--- src/rtl/id_scoreboard_pkg.sv ---
// Shared sizing and entry payload for the decode register-hazard scoreboard.
package id_scoreboard_pkg;

  localparam int unsigned NREG   = 32;
  localparam int unsigned REG_AW = 5;
  localparam int unsigned CNT_W  = 2;

  localparam logic [REG_AW-1:0] R0      = '0;
  localparam logic [CNT_W-1:0]  CNT_MAX = '1;

  typedef struct packed {
    logic [CNT_W-1:0] cnt;
    logic             late;
  } sb_entry_t;

endpackage

--- src/rtl/id_scoreboard_sb_entry.sv ---
// One scoreboard slot: in-flight writer count plus late-producer flag.
module id_scoreboard_sb_entry
  import id_scoreboard_pkg::*;
(
  input  logic             clk,
  input  logic             reset,
  input  logic             issue,
  input  logic             issue_late,
  input  logic             retire,
  input  logic             done,
  input  logic             flush,
  output logic [CNT_W-1:0] cnt,
  output logic             late
);

  // Issue and retire in the same cycle cancel; the youngest issue owns the late flag.
  always_ff @(posedge clk or posedge reset) begin
    if (reset) begin
      cnt  <= '0;
      late <= 1'b0;
    end else if (flush) begin
      cnt  <= '0;
      late <= 1'b0;
    end else begin
      if (issue && !retire) begin
        cnt <= cnt + CNT_W'(1);
      end else if (retire && !issue && (cnt != '0)) begin
        cnt <= cnt - CNT_W'(1);
      end
      if (issue) begin
        late <= issue_late;
      end else if (done) begin
        late <= 1'b0;
      end
    end
  end

  a_retire_nonempty: assert property (
    @(posedge clk) disable iff (reset) (retire && !flush) |-> (cnt != '0)
  );

endmodule

--- src/rtl/id_scoreboard.sv ---
// Decode-stage register-hazard scoreboard: stall and busy hints gating ID->EX issue.
module id_scoreboard
  import id_scoreboard_pkg::*;
(
  input  logic              clk,
  input  logic              reset,
  input  logic              id_valid,
  input  logic [REG_AW-1:0] id_rj,
  input  logic [REG_AW-1:0] id_rkd,
  input  logic              id_need_r1,
  input  logic              id_need_r2,
  input  logic              id_we,
  input  logic [REG_AW-1:0] id_waddr,
  input  logic              id_late,
  input  logic              ex_allowin,
  input  logic              late_done,
  input  logic [REG_AW-1:0] late_waddr,
  input  logic              wb_retire,
  input  logic [REG_AW-1:0] wb_waddr,
  input  logic              flush,
  output logic              id_stall,
  output logic              id_issue,
  output logic              rj_busy,
  output logic              rkd_busy,
  output logic              sb_empty
);

  sb_entry_t ent [NREG];
  logic      do_write;

  assign ent[0] = '0;

  for (genvar i = 1; i < NREG; i++) begin : g_entry
    logic [CNT_W-1:0] c;
    logic             l;

    id_scoreboard_sb_entry u_entry (
      .clk        (clk),
      .reset      (reset),
      .issue      (do_write && (id_waddr == REG_AW'(i))),
      .issue_late (id_late),
      .retire     (wb_retire && (wb_waddr == REG_AW'(i))),
      .done       (late_done && (late_waddr == REG_AW'(i))),
      .flush      (flush),
      .cnt        (c),
      .late       (l)
    );

    assign ent[i] = '{cnt: c, late: l};
  end

  // Hazard detection: late RAW, counter overflow, and a second in-flight late writer.
  always_comb begin
    logic raw_late;
    logic ovf;
    logic waw_late;
    raw_late = (id_need_r1 && ent[id_rj].late) || (id_need_r2 && ent[id_rkd].late);
    ovf      = id_we && (id_waddr != R0) && (ent[id_waddr].cnt == CNT_MAX);
    waw_late = id_we && id_late && ent[id_waddr].late;
    id_stall = id_valid && (raw_late || ovf || waw_late);
  end

  assign id_issue = id_valid && !id_stall && ex_allowin && !flush && !reset;
  assign do_write = id_issue && id_we && (id_waddr != R0);
  assign rj_busy  = (ent[id_rj].cnt != '0);
  assign rkd_busy = (ent[id_rkd].cnt != '0);

  always_comb begin
    sb_empty = 1'b1;
    for (int i = 1; i < NREG; i++) begin
      if (ent[i].cnt != '0) sb_empty = 1'b0;
    end
  end

endmodule

--- config.mk ---
export PLATFORM = sky130hd
export DESIGN_NAME = id_scoreboard
export DESIGN_NICKNAME = d
export VERILOG_FILES = /design/src/rtl/id_scoreboard_pkg.sv /design/src/rtl/id_scoreboard_sb_entry.sv /design/src/rtl/id_scoreboard.sv
export SDC_FILE = /design/constraint.sdc
export NUM_CORES = 1
export LEC_CHECK = 0
export CAP_MARGIN = 20
export CORE_MARGIN = 8
export CORE_UTILIZATION = 60
export DETAILED_ROUTE_END_ITERATION = 10
export PLACE_DENSITY = 0.8
export SLEW_MARGIN = 25
export SYNTH_ARGS = -nofsm -noshare
export SYNTH_HDL_FRONTEND = slang
export SYNTH_SLANG_ARGS = --single-unit
--- constraint.sdc ---
create_clock -name clk -period 4.05 [get_ports clk]
set_input_delay 0.405 -clock clk [delete_from_list [all_inputs] [get_ports clk]]
set_output_delay 0.405 -clock clk [all_outputs]
set_load 0.05 [all_outputs]
==> reports/summary.json <==
{
  "status": "completed",
  "routed_wl_um": 27840,
  "synth.distinct_cells": 66,
  "worstPathMaxFanout": 17,
  "p_int_uw": 1580,
  "switch_share_pct": 28.12,
  "synth_enable_flop_cells": 0,
  "drt-vias-per-instance": 7.203,
  "syn_std_cell_area_um2": 8100,
  "number_of_gates_resized_after_cts": 0,
  "numCtsBuffers": 9,
  "critical_path_arrival_ns": 3.50,
  "type_of_destination_of_the_critical_path": "output pin",
  "ctsHtreeMaxLevel": 3,
  "slew_viol_final": 0,
  "detailed_place_hpwl_um": 20850,
  "netSwitchingPower_uw": 617.8,
  "port-buffer-count": 40,
  "fill_cells": 1040,
  "core_area_um2": 13190,
  "cp.required_ns": 3.64,
  "grt_pass1_wl_um": 44320,
  "cts-hold-fix-buffers": 0,
  "combPwrFrac_pct": 16.5,
  "syn_area_per_cell_um2": 8.663,
  "antenna_cells": 0,
  "synth_flop_cell": "sky130_fd_sc_hd__dfrtp_1",
  "via_count": 8269,
  "share_of_synthesized_registers_carrying_an_async_set_or_reset_pct": 100.0,
  "detail_route.wl_per_cell_um": 24.25,
  "minimum_period_implied_by_the_final_worst_setup_slack_ns": 3.900,
  "number_of_antenna_violations_at_the_first_check_in_global_routing": 0,
  "rsz0062_at_grt": "false",
  "fmax_ghz": 0.2564,
  "ys.warnings.count": 0,
  "detailedRoute.firstPassIterationCount": 5,
  "synth_top_area_share_pct": 28.73,
  "layout_worst_path_cycle_share_pct": 96.30,
  "yosysTopAreaCell": "sky130_fd_sc_hd__dfrtp_1",
  "final_nets": 1003,
  "synth.top_cells.by_count": "sky130_fd_sc_hd__nand2_1 (105), sky130_fd_sc_hd__dfrtp_1 (93), sky130_fd_sc_hd__nor2_1 (78)",
  "grt_remaining_overflow": 0,
  "syn_nets": 971,
  "place.gp.congestion": 0.9884,
  "num_rows": 42,
  "type_of_the_tightest_min_delay_check": "in2reg",
  "cts_tree": "done",
  "cts_setup_buffers": 0,
  "area_growth_syn_to_layout_pct": 13.28,
  "detailedRoute.firstIterationViolations": 1119,
  "start_util_pct": 61.41,
  "cap_violations": 0,
  "critical_path.startpoint_type": "input port",
  "worst_clock_skew_ns": 0.008023,
  "die_width_um": 132.2,
  "final_setup_violating_endpoints": 0,
  "cts_num_sinks": 93,
  "clkLatencyLatePin_ns": 0.36,
  "power_per_cell_area_nw_per_um2": 239.5,
  "leakage_uw": 0.003240,
  "height_of_the_chip_um": 132.2,
  "ys_seq_area_share_pct": 28.73,
  "drive_above_1_share_pct": 15.43,
  "synth-seq-cells": 93,
  "synth.area.top_cells": "sky130_fd_sc_hd__dfrtp_1 (29%), sky130_fd_sc_hd__mux4_2 (12%), sky130_fd_sc_hd__a211oi_1 (6.9%)",
  "syn-instance-count": 935,
  "seq_power_share_pct": 42.3,
  "drt_antenna_net_count": 0,
  "slew_headroom_pct": 31.71,
  "vdd_drop_max_v": 0.0002069,
  "setup.worst_path.class": "in2out",
  "worst_slew_pin_slew_ns": 1.022,
  "grt_start_max_net_pins": 53,
  "hold_viol": 0,
  "pre_cts_slack_ns": 0.1698,
  "vias_in_the_first_global_route": 7978,
  "cts.reportedPaths.clkPinSlew_ns": 0.06,
  "synth_most_common_cell": "sky130_fd_sc_hd__nand2_1",
  "ios": 41,
  "clockRootBuffer": "sky130_fd_sc_hd__clkbuf_16",
  "pwr-share-clk_pct": 41.2,
  "cts_buffer_depth": 2,
  "fin_tns_setup_ns": 0,
  "drc_errors": 0,
  "design.die.area_um2": 17470,
  "globalRouteTotalUtil_pct": 31.89,
  "timing.final.ws_setup_ns": 0.1500
}
==> power groups by stage <==
stage	Sequential [uW]	Combinational [uW]	Clock, uW
3_5_place_dp	947	352	0
2_1_floorplan	947	204	0
6_report	930	362	906
4_1_cts	930	353	911
5_1_grt	929	380	939
3_3_place_gp	947	349	0
==> cell usage in the layout (no fill, tap or decap), types with 13 or more instances in the layout <==
master / n
sky130_fd_sc_hd__nand2_1: 105
sky130_fd_sc_hd__dfrtp_1: 93
sky130_fd_sc_hd__nor2_1: 78
sky130_fd_sc_hd__a211oi_1: 74
sky130_fd_sc_hd__o21ai_0: 63
sky130_fd_sc_hd__a21oi_1: 53
sky130_fd_sc_hd__mux4_2: 42
sky130_fd_sc_hd__buf_4: 42
sky130_fd_sc_hd__nand3_1: 37
sky130_fd_sc_hd__nor3_1: 37
sky130_fd_sc_hd__clkdlybuf4s50_1: 34
sky130_fd_sc_hd__xnor2_1: 27
sky130_fd_sc_hd__nor2b_1: 20
sky130_fd_sc_hd__a31oi_1: 18
sky130_fd_sc_hd__nand3b_1: 17
sky130_fd_sc_hd__mux2i_1: 17
sky130_fd_sc_hd__o311a_1: 15
sky130_fd_sc_hd__inv_1: 13
==> layout make-up <==
type | instances | area [um2] | area share [%]
Clock inverter | 3 | 42.54 | 0.4636
Timing Repair Buffer | 84 | 800.8 | 8.726
Multi-Input combinational cell | 765 | 5459 | 59.49
Inverter | 14 | 56.30 | 0.6136
Tap cell | 176 | 220.2 | 2.400
Sequential cell | 93 | 2327 | 25.36
Clock buffer | 13 | 270.3 | 2.945
==> layer usage <==
metal / wire [um] / vias up / global-route usage [%] / part of all wire (%)
met4: 1584 / 0 / 18.99 / 5.7
met3: 3253 / 114 / 8.384 / 12
met1: 10470 / 3959 / 39.77 / 38
li1: - / 3631 / - / -
met2: 12540 / 565 / 48.88 / 45
met5: 0 / - / 0 / 0
==> flip-flops by register name (all words and copies together), names as in the netlist <==
register and cells:
g_entry.u_entry.cnt 62, g_entry.u_entry.late 31
==> stage by stage <==
step	instance area (um2)	power [uW]	hold WS, ns	cells	util [%]
final	9176	2197	0.5384	1148	69.57
after global routing	9176	2248	0.5672	1148	69.57
after CTS	9176	2193	0.5356	1148	69.57
after detailed placement	8864	1299	0.5225	1132	67.20
after global placement	8864	1297	0.5149	1132	67.20
after floorplan	8104	1152	0.4855	935	-
==> critical path, stage by stage <==
cell and delay (ns):
sky130_fd_sc_hd__clkdlybuf4s50_1 0.59, sky130_fd_sc_hd__buf_4 0.18, sky130_fd_sc_hd__mux4_2 0.50, sky130_fd_sc_hd__mux4_2 0.50, sky130_fd_sc_hd__nor2_1 0.18, sky130_fd_sc_hd__a311oi_4 0.16, sky130_fd_sc_hd__buf_4 0.29, sky130_fd_sc_hd__buf_4 0.19
sky130_fd_sc_hd__nor3_1 0.32, sky130_fd_sc_hd__buf_12 0.18
==> final timing paths <==
check                                            from                          to  slack [ns]  cells after the start
max                                          id_rj[1]                    id_issue        0.15                     10
max reg2reg                  g_entry[22].u_entry.late  g_entry[14].u_entry.cnt[0]        0.79                      9
min                                             flush  g_entry[11].u_entry.cnt[1]        0.54                      2
max in group asynchronous                       reset    g_entry[30].u_entry.late        2.34                      4
min reg2reg                g_entry[10].u_entry.cnt[0]  g_entry[10].u_entry.cnt[0]        0.55                      1
min in group asynchronous                       reset  g_entry[11].u_entry.cnt[1]        0.62                      3
==> cell families (layout without fill, tap and decap cells) <==
| family | Yosys count | count (layout) | synth area share (%) |
|---|---|---|---|
| AO/OA/AOI/OAI | 266 | 266 | 21.79 |
| XOR/XNOR | 29 | 29 | 3.136 |
| buffers and inverters | 77 | 114 | 4.093 |
| flip-flops | 93 | 93 | 28.73 |
| multiplexers | 67 | 67 | 14.89 |
| AND/OR/NAND/NOR | 403 | 403 | 27.36 |
No activity file was read; power rests on OpenSTA's default activity.
